==> src/rtl/whack_pkg.sv <==
// Shared types and constants for the whack-a-mole game engine: FSM states,
// LFSR taps, level stepping and the LFSR next-state helper.
package whack_pkg;

    typedef enum logic [1:0] {
        IDLE = 2'd0,
        GAP  = 2'd1,
        SHOW = 2'd2,
        OVER = 2'd3
    } state_t;

    localparam logic [15:0] LFSR_TAPS  = 16'hB400;
    localparam int          LEVEL_STEP = 32'sd8;
    localparam logic [1:0]  MAX_LEVEL  = 2'd3;

    function automatic logic [15:0] lfsr_next(input logic [15:0] v);
        return (v >> 1) ^ (v[0] ? LFSR_TAPS : 16'h0000);
    endfunction

endpackage

==> src/rtl/whack_if.sv <==
// Keypad-side and display-side signals of the game engine, grouped as one
// bundle; the core takes the slave view, the stimulus/keypad side the master view.
interface whack_if #(
    parameter int N_MOLES = 32'sd8,
    parameter int SCORE_W = 32'sd6
);
    logic                 start;
    logic [N_MOLES-1:0]   button;
    logic [N_MOLES-1:0]   mole;
    logic [SCORE_W-1:0]   score;
    logic [SCORE_W-1:0]   misses;
    logic [1:0]           level;
    logic                 busy;
    logic                 game_over;

    modport master (
        output start, button,
        input  mole, score, misses, level, busy, game_over
    );

    modport slave (
        input  start, button,
        output mole, score, misses, level, busy, game_over
    );
endinterface

==> src/rtl/whack_lfsr.sv <==
// Free-running 16-bit Galois LFSR; exposes the low byte used for mole selection.
module whack_lfsr
    import whack_pkg::*;
#(
    parameter logic [15:0] SEED = 16'hACE1
) (
    input  logic       clk,
    input  logic       rst_n,
    output logic [7:0] o_rnd
);
    logic [15:0] r_lfsr;

    // A non-zero seed keeps the sequence out of the all-zero lock-up state.
    always_ff @(posedge clk or negedge rst_n) begin
        if (!rst_n) begin
            r_lfsr <= SEED;
        end else begin
            r_lfsr <= lfsr_next(r_lfsr);
        end
    end

    assign o_rnd = r_lfsr[7:0];
endmodule

==> src/rtl/whack_core.sv <==
// Whack-a-mole game engine: timed rounds, hit/miss scoring, speed levels.
// Optional streak bonus enabled by defining COMBO_BONUS_EN.
module whack_core
    import whack_pkg::*;
#(
    parameter int          N_MOLES     = 32'sd8,
    parameter int          SCORE_W     = 32'sd6,
    parameter int unsigned SLOT_CYC    = 32'd25000000,
    parameter int unsigned GAP_CYC     = 32'd5000000,
    parameter int          ROUND_SLOTS = 32'sd60,
    parameter logic [15:0] LFSR_SEED   = 16'hACE1
) (
    input  logic    clk,
    input  logic    rst_n,
    whack_if.slave  bus
);
    localparam int                 IDX_W     = $clog2(N_MOLES);
    localparam logic [SCORE_W-1:0] SCORE_MAX = {SCORE_W{1'b1}};

    function automatic logic [SCORE_W-1:0] sat_add(input logic [SCORE_W-1:0] v,
                                                   input logic [1:0]         inc);
        logic [SCORE_W:0] sum;
        sum = {1'b0, v} + {{(SCORE_W-1){1'b0}}, inc};
        return sum[SCORE_W] ? SCORE_MAX : sum[SCORE_W-1:0];
    endfunction

    state_t               r_state;
    logic [31:0]          r_tmr;
    logic [15:0]          r_slot_cnt;
    logic [IDX_W-1:0]     r_idx;
    logic [N_MOLES-1:0]   r_mole;
    logic [SCORE_W-1:0]   r_score;
    logic [SCORE_W-1:0]   r_misses;
    logic [1:0]           r_level;
    logic [2:0]           r_step_cnt;
    logic                 r_busy;
    logic                 r_game_over;
`ifdef COMBO_BONUS_EN
    logic [2:0]           r_streak;
    logic [2:0]           w_streak_nx;
`endif

    logic [7:0]           w_rnd;
    logic [7:0]           w_mod;
    logic [7:0]           w_alt;
    logic [IDX_W-1:0]     w_pick;
    logic [N_MOLES-1:0]   w_mole_nx;
    logic [31:0]          w_slot_len;
    logic [31:0]          w_slot_last;
    logic [31:0]          w_gap_last;
    logic                 w_show;
    logic                 w_hit;
    logic                 w_wrong;
    logic                 w_expire;
    logic [1:0]           w_miss_inc;
    logic [1:0]           w_hit_inc;
    logic [15:0]          w_slot_inc;
    logic                 w_round_end;

    whack_lfsr #(.SEED(LFSR_SEED)) u_lfsr (
        .clk   (clk),
        .rst_n (rst_n),
        .o_rnd (w_rnd)
    );

    // Never repeat the previously lit mole: bump to the next index on a collision.
    assign w_mod       = w_rnd % 8'(N_MOLES);
    assign w_alt       = (w_mod == 8'(N_MOLES - 1)) ? 8'd0 : w_mod + 8'd1;
    assign w_pick      = (w_mod == 8'(r_idx)) ? w_alt[IDX_W-1:0] : w_mod[IDX_W-1:0];
    assign w_mole_nx   = {{(N_MOLES-1){1'b0}}, 1'b1} << w_pick;

    assign w_slot_len  = 32'(SLOT_CYC) >> r_level;
    assign w_slot_last = (w_slot_len == 32'd0) ? 32'd0 : w_slot_len - 32'd1;
    assign w_gap_last  = (32'(GAP_CYC) == 32'd0) ? 32'd0 : 32'(GAP_CYC) - 32'd1;

    assign w_show      = (r_state == SHOW);
    assign w_hit       = w_show && bus.button[r_idx];
    assign w_wrong     = w_show && (bus.button != {N_MOLES{1'b0}}) && !bus.button[r_idx];
    assign w_expire    = w_show && (r_tmr >= w_slot_last) && !w_hit;
    assign w_miss_inc  = {1'b0, w_wrong} + {1'b0, w_expire};
    assign w_slot_inc  = r_slot_cnt + 16'd1;
    assign w_round_end = (w_slot_inc >= 16'(ROUND_SLOTS));

`ifdef COMBO_BONUS_EN
    assign w_streak_nx = (r_streak == 3'd7) ? 3'd7 : r_streak + 3'd1;
    assign w_hit_inc   = (w_streak_nx >= 3'd4) ? 2'd2 : 2'd1;
`else
    assign w_hit_inc   = 2'd1;
`endif

    // Game FSM with all outputs registered; start has priority in every state.
    always_ff @(posedge clk or negedge rst_n) begin
        if (!rst_n) begin
            r_state     <= IDLE;
            r_tmr       <= 32'd0;
            r_slot_cnt  <= 16'd0;
            r_idx       <= {IDX_W{1'b0}};
            r_mole      <= {N_MOLES{1'b0}};
            r_score     <= {SCORE_W{1'b0}};
            r_misses    <= {SCORE_W{1'b0}};
            r_level     <= 2'd0;
            r_step_cnt  <= 3'd0;
            r_busy      <= 1'b0;
            r_game_over <= 1'b0;
`ifdef COMBO_BONUS_EN
            r_streak    <= 3'd0;
`endif
        end else if (bus.start) begin
            r_state     <= GAP;
            r_tmr       <= 32'd0;
            r_slot_cnt  <= 16'd0;
            r_mole      <= {N_MOLES{1'b0}};
            r_score     <= {SCORE_W{1'b0}};
            r_misses    <= {SCORE_W{1'b0}};
            r_level     <= 2'd0;
            r_step_cnt  <= 3'd0;
            r_busy      <= 1'b1;
            r_game_over <= 1'b0;
`ifdef COMBO_BONUS_EN
            r_streak    <= 3'd0;
`endif
        end else begin
            case (r_state)
                IDLE: r_state <= IDLE;
                GAP: begin
                    if (r_tmr >= w_gap_last) begin
                        r_state <= SHOW;
                        r_tmr   <= 32'd0;
                        r_idx   <= w_pick;
                        r_mole  <= w_mole_nx;
                    end else begin
                        r_tmr   <= r_tmr + 32'd1;
                    end
                end
                SHOW: begin
                    if (w_hit || w_expire) begin
                        r_mole     <= {N_MOLES{1'b0}};
                        r_tmr      <= 32'd0;
                        r_slot_cnt <= w_slot_inc;
                        if (w_round_end) begin
                            r_state     <= OVER;
                            r_busy      <= 1'b0;
                            r_game_over <= 1'b1;
                        end else begin
                            r_state     <= GAP;
                        end
                    end else begin
                        r_tmr      <= r_tmr + 32'd1;
                    end
                    // A hit masks any wrong bits and a simultaneous expiry.
                    if (w_hit) begin
                        r_score <= sat_add(r_score, w_hit_inc);
`ifdef COMBO_BONUS_EN
                        r_streak <= w_streak_nx;
`endif
                        if (r_step_cnt == 3'(LEVEL_STEP - 1)) begin
                            r_step_cnt <= 3'd0;
                            if (r_level != MAX_LEVEL) begin
                                r_level <= r_level + 2'd1;
                            end else begin
                                r_level <= r_level;
                            end
                        end else begin
                            r_step_cnt <= r_step_cnt + 3'd1;
                        end
                    end else if (w_miss_inc != 2'd0) begin
                        r_misses <= sat_add(r_misses, w_miss_inc);
`ifdef COMBO_BONUS_EN
                        r_streak <= 3'd0;
`endif
                    end else begin
                        r_misses <= r_misses;
                    end
                end
                OVER: r_state <= OVER;
                default: begin
                    r_state <= IDLE;
                    r_mole  <= {N_MOLES{1'b0}};
                    r_busy  <= 1'b0;
                end
            endcase
        end
    end

    assign bus.mole      = r_mole;
    assign bus.score     = r_score;
    assign bus.misses    = r_misses;
    assign bus.level     = r_level;
    assign bus.busy      = r_busy;
    assign bus.game_over = r_game_over;
endmodule

==> src/flat_wrapper.sv <==
// flat-port wrapper written by rule: the top's interface ports become plain ports
module whack_core_flat import whack_pkg::*;
#(
    parameter int          N_MOLES     = 32'sd8,
    parameter int          SCORE_W     = 32'sd6,
    parameter int unsigned SLOT_CYC    = 32'd25000000,
    parameter int unsigned GAP_CYC     = 32'd5000000,
    parameter int          ROUND_SLOTS = 32'sd60,
    parameter logic [15:0] LFSR_SEED   = 16'hACE1
)
  (clk, rst_n, bus_start, bus_button, bus_mole, bus_score, bus_misses, bus_level, bus_busy, bus_game_over);
  whack_if #(.N_MOLES(N_MOLES), .SCORE_W(SCORE_W)) bus_i ();
  input  logic clk;
  input  logic rst_n;
  input wire logic [$bits(bus_i.start)-1:0] bus_start;
  input wire logic [$bits(bus_i.button)-1:0] bus_button;
  output wire logic [$bits(bus_i.mole)-1:0] bus_mole;
  output wire logic [$bits(bus_i.score)-1:0] bus_score;
  output wire logic [$bits(bus_i.misses)-1:0] bus_misses;
  output wire logic [$bits(bus_i.level)-1:0] bus_level;
  output wire logic [$bits(bus_i.busy)-1:0] bus_busy;
  output wire logic [$bits(bus_i.game_over)-1:0] bus_game_over;
  assign bus_i.start = bus_start;
  assign bus_i.button = bus_button;
  assign bus_mole = bus_i.mole;
  assign bus_score = bus_i.score;
  assign bus_misses = bus_i.misses;
  assign bus_level = bus_i.level;
  assign bus_busy = bus_i.busy;
  assign bus_game_over = bus_i.game_over;
  whack_core #(.N_MOLES(N_MOLES), .SCORE_W(SCORE_W), .SLOT_CYC(SLOT_CYC), .GAP_CYC(GAP_CYC), .ROUND_SLOTS(ROUND_SLOTS), .LFSR_SEED(LFSR_SEED)) u_core (.clk(clk), .rst_n(rst_n), .bus(bus_i));
endmodule
==> config.mk <==
export PLATFORM = sky130hd
export DESIGN_NAME = whack_core_flat
export DESIGN_NICKNAME = d
export VERILOG_FILES = /design/src/rtl/whack_pkg.sv /design/src/rtl/whack_if.sv /design/src/rtl/whack_lfsr.sv /design/src/rtl/whack_core.sv /design/src/flat_wrapper.sv
export SDC_FILE = /design/constraint.sdc
export NUM_CORES = 1
export LEC_CHECK = 0
export CAP_MARGIN = 20
export CORE_MARGIN = 1.5
export CORE_UTILIZATION = 45
export CTS_BUF_LIST = sky130_fd_sc_hd__clkbuf_8
export CTS_CLUSTER_DIAMETER = 150
export CTS_CLUSTER_SIZE = 12
export DETAILED_ROUTE_END_ITERATION = 6
export GPL_TIMING_DRIVEN = 0
export SYNTH_ARGS = -nofsm -noshare
export SYNTH_HDL_FRONTEND = slang
export SYNTH_SLANG_ARGS = --single-unit
==> constraint.sdc <==
create_clock -name clk -period 7.7 [get_ports clk]
set_input_delay 1.54 -clock clk [delete_from_list [all_inputs] [get_ports clk]]
set_output_delay 1.54 -clock clk [all_outputs]
set_load 0.02 [all_outputs]
==> out/results.md, run 1 <==
## STA
- setup TNS: 0 ns
- count of endpoints failing setup in the final report: 0
- transition time at the pin with the least slew margin: 0.823 ns
- achievable clock frequency: 212 MHz
- max_slew headroom: 0.444
- number of max-slew violations in the final report: 0
- share of the clock period used by the worst path: 0.613
- clock period minus worst slack: 4.72 ns
- hold violation count in the final report: 0
- worst clock skew: 0.00902 ns
- RSZ-0062 raised after global routing: false

## Detailed routing
- drt via density: 5.62
- final routed DRC violation total: 0
- drt wl/cell: 16.1 um
- Initial DRT Pass Iterations: 4
- DRT iter0 DRCs: 309
- detailed-route wire length: 13300 um
- post-route ant nets: 0
- via total after detailed routing: 4623

## Clock tree
- Resize count post-CTS: 0
- H-tree levels: 3
- CTS tree: yes
- library cell used as clock root buffer: sky130_fd_sc_hd__clkbuf_8
- total number of clock tree sinks: 96
- hold_buf cts: 0
- CTS buffer count: 9
- latest clock arrival within the worst-skew pair: 0.39 ns
- Clock Path Buffers: 2
- number of buffers added for setup after CTS: 0
- post-CTS clock slew at the launch and capture registers of the worst setup and hold paths: 0.10 ns

## Worst setup path
- kind of start point of the critical path: register
- number of buffers and inverters on the critical path: 2
- required time of the critical path: 8.03 ns
- data arrival time at the worst-slack endpoint: 5.04 ns
- category of the worst setup path capture point: register
- slowest cell delay on critical path: 0.73 ns
- largest fanout on the critical path: 7
- crit-path most repeated cell: sky130_fd_sc_hd__nor2_1
- Crit-path slowest cell: sky130_fd_sc_hd__o311ai_0
- crit path cell chain: inv_1 -> ha_1 -> nor2_1 -> ha_1 -> o21ai_0 -> nor2_1 -> o311ai_0 -> nand2_1 -> nor2_1 -> nor2_1 -> ha_1 -> ha_1 -> inv_1 -> fa_1 -> nor2b_1 -> nand4_1 -> a41o_1 -> nor2_1
- start-to-end type of the worst setup path: register to register
- Top Family by Delay on Critical Path: adder cells

## Cells and area
- layout overhead on the synthesized area: 13.8%
- number of nets in the finished design: 703
- # diodes: 0
- final design utilization: 0.521
- share of layout cells above drive strength 1: 0.0676
- Layout fillers: 1193

## GRT
- first-pass GRT wire length: 22200 um
- GRT Overall Usage: 0.212
- met1 routing resource usage after global routing: 0.285
- final global-route overflow total: 0
- maximum number of pins on one net before global-route repair: 72
- layer with the highest usage: met2
- number of global-route vias before repair: 4555
- met2 Track Usage GR: 0.339
- met3 demand-to-capacity share in global routing: 0.0486
- initial antenna violation count: 0

## Job
- number of violations of the max-capacitance limit: 0

## Synthesis
- list of most frequent post-synthesis cells: sky130_fd_sc_hd__dfrtp_1 (88), sky130_fd_sc_hd__nand2_1 (48), sky130_fd_sc_hd__nor2_1 (48), sky130_fd_sc_hd__ha_1 (45), sky130_fd_sc_hd__nand3_1 (29)
- share of synthesized area spent on multiplexers: 0.0332
- compound-cell area share of the yosys netlist: 0.140
- most frequently used cell type in the post-synthesis netlist: sky130_fd_sc_hd__dfrtp_1
- Yosys Warn Count: 0
- post-synthesis share of cell area spent on full adders, half adders and majority gates: 0.102
- Post-Syn Area: 5730 um2
- portion of the post-synthesis area used by sequential elements: 0.421
- share of the synthesized netlist area taken by xor and xnor gates: 0.0520
- Async SR Flop Fraction: 1.00
- FF+latch count, synth: 96
- area share of the leading cell type in the synthesized netlist: 0.384
- combinational family with the most area after synthesis: simple AND/OR/NAND/NOR gates
- number of distinct library cell variants in the gate-level netlist after synthesis: 61
- post-synthesis share of cell area spent on and, or, nand and nor gates: 0.220
- cell type with the highest aggregate area in the netlist: sky130_fd_sc_hd__dfrtp_1
- Avg Cell Area, Syn: 9.66 um2
- Post-synth EDFFs: 0
- biggest area contributors in the synthesized netlist: sky130_fd_sc_hd__dfrtp_1 (38%), sky130_fd_sc_hd__ha_1 (9.8%), sky130_fd_sc_hd__dfstp_2 (3.7%)
- Cells after Synth: 593
- dominant register cell in the synthesized netlist: sky130_fd_sc_hd__dfrtp_1

## Power
- total power after layout: 0.873 mW
- net switching power: 0.230 mW
- relative contribution of sequential cells to total power: 0.582
- proportion of power drawn by combinational gates: 0.047
- power share of the clock group: 0.370
- pwr/cell area: 134 nW/um2
- internal power: 0.643 mW
- reported leakage power: 2.89 nW
- maximum resistive drop on vdd: 0.129 mV
- switching share of power: 0.263

## Floorplan
- number of I/O pins: 35
- die footprint: 13400 um2
- floorplan die height: 116 um
- starting density of the core: 0.458
- area of the core region: 12500 um2
- die span in x: 116 um
- number of standard-cell rows in the floorplan: 41

## Placement
- number of input and output port buffers inserted: 34
- Final HPWL DP: 9540 um
- final weighted congestion in routability-driven placement: 0.837

## Min path
- class of the tightest hold or removal check: register to register

## Status
- result of the run: complete, no violations

[path summary, 6_finish.rpt]
path	start	endpoint	slack, ns	depth (start not counted)
setup / recovery	u_core.bus.level[0]	u_core.bus.misses[3]	2.98	18
hold / removal	u_core.u_lfsr.r_lfsr[7]	u_core.u_lfsr.r_lfsr[6]	0.36	0
setup reg to reg	u_core.bus.level[0]	u_core.bus.misses[3]	2.98	18
hold reg to reg	u_core.u_lfsr.r_lfsr[7]	u_core.u_lfsr.r_lfsr[6]	0.36	0
max in group asynchronous	rst_n	u_core.u_lfsr.r_lfsr[11]	5.95	2
min in group asynchronous	rst_n	u_core.r_tmr[24]	1.06	1
[metrics by stage]
stage,setup slack (ns),instance area (um2),std cells,hold WS (ns)
after floorplan,3.55,5750,599,0.331
after CTS,3.01,6520,822,0.362
after detailed placement,2.74,6330,806,0.339
after global routing,2.63,6520,823,0.365
after global placement,1.42,6310,805,0.340
final,2.98,6520,823,0.360
[worst register-to-register path, delay by kind of cell, from the launching register on]
kind	cells	cell delay, ns
adders and majority gates	5	1.38
and+or+nand+nor	8	1.37
DFF	1	0.50
AOI/OAI and AO/OA	3	1.19
buffers and inverters	2	0.20
[registers in the layout (all words and copies together) (netlist names)]
name	count
u_core.bus.busy	1
u_core.bus.game_over	1
u_core.bus.level	2
u_core.bus.misses	6
u_core.bus.mole	8
u_core.bus.score	6
u_core.r_idx	3
u_core.r_slot_cnt	16
u_core.r_state	2
u_core.r_step_cnt	3
u_core.r_tmr	32
u_core.u_lfsr.r_lfsr	16
[power by group through the flow]
| stage | registers [mW] | clock network [mW] | logic (mW) |
|---|---|---|---|
| floorplan | 0.517 | 0 | 0.0176 |
| global placement | 0.518 | 0 | 0.0401 |
| detailed placement | 0.518 | 0 | 0.0426 |
| CTS | 0.508 | 0.336 | 0.0428 |
| global route | 0.509 | 0.356 | 0.0473 |
| finish | 0.508 | 0.323 | 0.0414 |
[routing by layer]
| layer | part of all wire | vias up |
|---|---|---|
| li1 | - | 2264 |
| met1 | 0.48 | 2261 |
| met2 | 0.46 | 77 |
| met3 | 0.031 | 21 |
| met4 | 0.020 | 0 |
| met5 | 0 | - |
[final cells by class]
cell class	count	area, um2	area share
Clock buffer	9	124	0.0190
Timing Repair Buffer	36	370	0.0568
Multi-Input combinational cell	460	3170	0.486
Inverter	22	82.6	0.0127
Buffer	21	90.1	0.0138
Clock inverter	7	60.1	0.00921
Sequential cell	96	2410	0.370
Tap cell	172	215	0.0330
[cells by family after synthesis]
| group | count (synthesis) |
|---|---|
| and+or+nand+nor | 240 |
| AOI/OAI and AO/OA | 116 |
| DFF | 96 |
| adders and majority gates | 46 |
| buffers and inverters | 43 |
| xor gates and xnor gates | 34 |
| muxes | 16 |
| other | 2 |
[cell usage in the layout (no fill, tap or decap), drive strengths merged, types with 4 or more instances in the layout]
master         synthesis  routed
conb                   2       8
and2                  17      17
a22o                  10      10
o21ai                 21      21
clkdlybuf4s50          0      33
a311oi                 4       4
mux2                   4       4
o21a                   5       5
nand4                 13      13
xnor2                 18      18
mux2i                 10      10
nor2b                  7       7
nand3                 29      29
and4                   5       5
a31o                   4       4
xor2                  16      16
buf                    4       6
nand2b                 4       4
nor3                  20      20
a32o                   4       4
o31ai                 10      10
and3                  10      10
ha                    45      45
clkbuf                17      27
or4                    4       4
nor4                  11      11
nand3b                 5       5
or3                   10      10
dfrtp                 88      88
a21oi                 28      28
nor2                  48      48
nand2                 48      48
inv                   22      26
a31oi                  7       7
dfstp                  8       8
(Power assumes the default switching activity.)
==> inputs of run 2 (changes only) <==
clock period = 4.95 ns   (was 7.7 ns; I/O delays follow)
==> run 2 against run 1 <==
Net effect: critical path depth is the same; routed wire length is essentially flat; global-route usage is the same; clock power grew 56%; count of clock-buffer cells in the layout is the same; die area is the same; hold slack is essentially flat; first-iteration DRC count grew 0.32%; register-to-register slack lost 2.7 ns; critical path type unchanged; highest routed layer unchanged.
==> out/results.md, run 2 (same netlist as run 1, synthesis figures left out) <==
## Worst setup path
- crit-path most repeated cell: sky130_fd_sc_hd__nor2_1
- Crit-path slowest cell: sky130_fd_sc_hd__o311ai_0
- crit path cell chain: inv_1 -> ha_1 -> nor2_1 -> ha_1 -> o21ai_0 -> nor2_1 -> o311ai_0 -> nand2_1 -> nor2_1 -> nor2_1 -> ha_1 -> ha_1 -> inv_1 -> fa_1 -> nor2b_1 -> nand4_1 -> a41o_1 -> nor2_1
- number of cells on the worst reg-to-reg path: 18, unchanged
- r2r endpoint: u_core.bus.misses[3]
- worst reg2reg startpoint: u_core.bus.level[0]
- largest fanout on the critical path: 7, unchanged
- data arrival time at the worst-slack endpoint: 4.96 ns, -0.08 ns
- reg-to-reg slack, setup: 0.32 ns, -2.66 ns
- required time of the critical path: 5.28 ns, -2.75 ns
- slowest cell delay on critical path: 0.73 ns, about the same
- kind of start point of the critical path: register
- category of the worst setup path capture point: register
- start-to-end type of the worst setup path: register to register

## Cells and area
- layout overhead on the synthesized area: 13.9%, about the same
- most flop-heavy register: u_core.r_tmr
- # diodes: 0, unchanged
- most common cell after layout, fill and taps aside: sky130_fd_sc_hd__dfrtp_1
- Layout fillers: 1196, +0.25%
- number of nets in the finished design: 703, unchanged
- leading cell types in the layout, fill and taps excluded: sky130_fd_sc_hd__dfrtp_1 (86), sky130_fd_sc_hd__nor2_1 (48), sky130_fd_sc_hd__nand2_1 (48)
- flip-flop count of the largest register, all copies and words added: 32, unchanged
- share of layout cells above drive strength 1: 0.0707, +0.00307
- registers with the most flip-flops: u_core.r_tmr (32), u_core.r_slot_cnt (16), u_core.u_lfsr.r_lfsr (16)

## STA
- max_slew headroom: 0.444, -0.000834
- achievable clock frequency: 216 MHz, +1.8%
- worst clock skew: 0.00887 ns, -0.000147 ns
- clock period minus worst slack: 4.63 ns, -0.0853 ns
- RSZ-0062 raised after global routing: false
- share of the clock period used by the worst path: 0.936, +0.323
- worst hold slack: 0.360 ns, +0.00000400 ns
- final critical-path setup slack: 0.318 ns, -2.66 ns
- number of max-slew violations in the final report: 0, unchanged
- hold violation count in the final report: 0, unchanged
- count of endpoints failing setup in the final report: 0, unchanged
- transition time at the pin with the least slew margin: 0.824 ns, +0.00124 ns

## Placement
- Final HPWL DP: 9540 um, unchanged
- number of input and output port buffers inserted: 34, unchanged
- final weighted congestion in routability-driven placement: 0.837, unchanged
- worst-case setup slack after placement: 0.337 ns, -2.40 ns

## Detailed routing
- DRT iter0 DRCs: 310, +0.32%
- drt via density: 5.64, +0.45%
- Initial DRT Pass Iterations: 4, unchanged
- post-route ant nets: 0, unchanged
- detailed-route wire length: 13300 um, about the same
- drt wl/cell: 16.1 um, about the same
- final routed DRC violation total: 0, unchanged
- via total after detailed routing: 4644, +0.45%

## Floorplan
- area of the core region: 12500 um2, unchanged
- starting density of the core: 0.458, unchanged
- number of I/O pins: 35, unchanged
- die span in x: 116 um, unchanged
- number of standard-cell rows in the floorplan: 41, unchanged
- floorplan die height: 116 um, unchanged
- die footprint: 13400 um2, unchanged

## Clock tree
- Clock Path Buffers: 2, unchanged
- post-CTS clock slew at the launch and capture registers of the worst setup and hold paths: 0.10 ns, about the same
- total number of clock tree sinks: 96, unchanged
- library cell used as clock root buffer: sky130_fd_sc_hd__clkbuf_8
- CTS buffer count: 9, unchanged
- H-tree levels: 3, unchanged
- latest clock arrival within the worst-skew pair: 0.39 ns, about the same
- CTS tree: yes

## Power
- reported leakage power: 2.88 nW, -0.12%
- pwr/cell area: 208 nW/um2, +56%
- maximum resistive drop on vdd: 0.200 mV, +56%

## Job
- number of violations of the max-capacitance limit: 0, unchanged

## Status
- result of the run: complete, no violations

## Min path
- capture endpoint of the worst hold path: u_core.u_lfsr.r_lfsr[6]
- startpoint of the lowest-slack hold path: u_core.u_lfsr.r_lfsr[7]
- class of the tightest hold or removal check: register to register
- Min-Delay Path Depth: 0, unchanged

## GRT
- maximum number of pins on one net before global-route repair: 72, unchanged
- first-pass GRT wire length: 22200 um, unchanged
- GRT Overall Usage: 0.212, unchanged
- number of global-route vias before repair: 4555, unchanged
- final global-route overflow total: 0, unchanged
- initial antenna violation count: 0, unchanged

==> run 2: changes by cell type in the layout (fill, tap and decap cells not counted) <==
cell and delta:
sky130_fd_sc_hd__dfrtp_2 +2, sky130_fd_sc_hd__dfrtp_1 -2
==> run 2: layer usage <==
metal  global-route usage  vias up  wire length [um]
met3               0.0486       27               482
met2                0.339       92              6100
met1                0.285     2258              6370
li1                     -     2267                 -
met5                    0        -                 0
met4               0.0724        0               313
==> run 2: how the worst max path moves through the flow <==
| stage | slack [ns] | from | end | depth (start not counted) |
|---|---|---|---|---|
| global placement | -0.78 | rst_n | u_core.bus.misses[5] | 1 |
| floorplan | 0.80 | u_core.bus.level[0] | u_core.bus.misses[3] | 19 |
| detailed placement | 0.34 | u_core.bus.level[0] | u_core.bus.misses[1] | 17 |
| CTS | 0.26 | u_core.bus.level[0] | u_core.bus.misses[3] | 18 |
| finish | 0.32 | u_core.bus.level[0] | u_core.bus.misses[3] | 18 |
| global route | 0.03 | u_core.bus.level[0] | u_core.bus.misses[3] | 19 |
==> run 2: stage by stage <==
stage / instance area [um2] / utilization / TNS [ns] / instances / power, mW
5_1_grt: 6520 / 0.521 / 0 / 823 / 1.42
3_5_place_dp: 6330 / 0.506 / 0 / 806 / 0.872
4_1_cts: 6520 / 0.521 / 0 / 822 / 1.38
3_3_place_gp: 6310 / 0.504 / -68.17 / 805 / 0.868
2_1_floorplan: 5750 / - / 0 / 599 / 0.832
6_report: 6520 / 0.521 / 0 / 823 / 1.36
==> run 2: where the power goes <==
part	switching, mW	total, mW	internal [mW]
registers	0.00334	0.790	0.787
logic	0.0428	0.0645	0.0217
clock network	0.312	0.504	0.192
total	0.359	1.36	1.00
==> run 2: worst max-delay path: cells and delay by family, from the launching register on <==
family	cells	cell delay (ns)
flip-flops	1	0.45
AO/OA/AOI/OAI	3	1.19
adder cells (fa/ha/maj)	5	1.37
AND/OR/NAND/NOR	8	1.35
buffers and inverters	2	0.17
==> run 2: cell type report <==
class | instances | area [um2] | share of cell area
multi-input cells | 460 | 3170 | 0.485
flip-flops and latches | 96 | 2410 | 0.370
repair buffers | 36 | 370 | 0.0568
well taps | 172 | 215 | 0.0330
clock buffers | 9 | 124 | 0.0190
plain buffers | 21 | 90.1 | 0.0138
inverters | 22 | 82.6 | 0.0127
clock inverters | 7 | 60.1 | 0.00921
==> run 2: what timing repair did <==
item,4_1_cts,5_1_grt
setup buffers,0,0
endpoints found under the setup margin,0,3
gates resized for setup,0,2
hold buffers,0,0
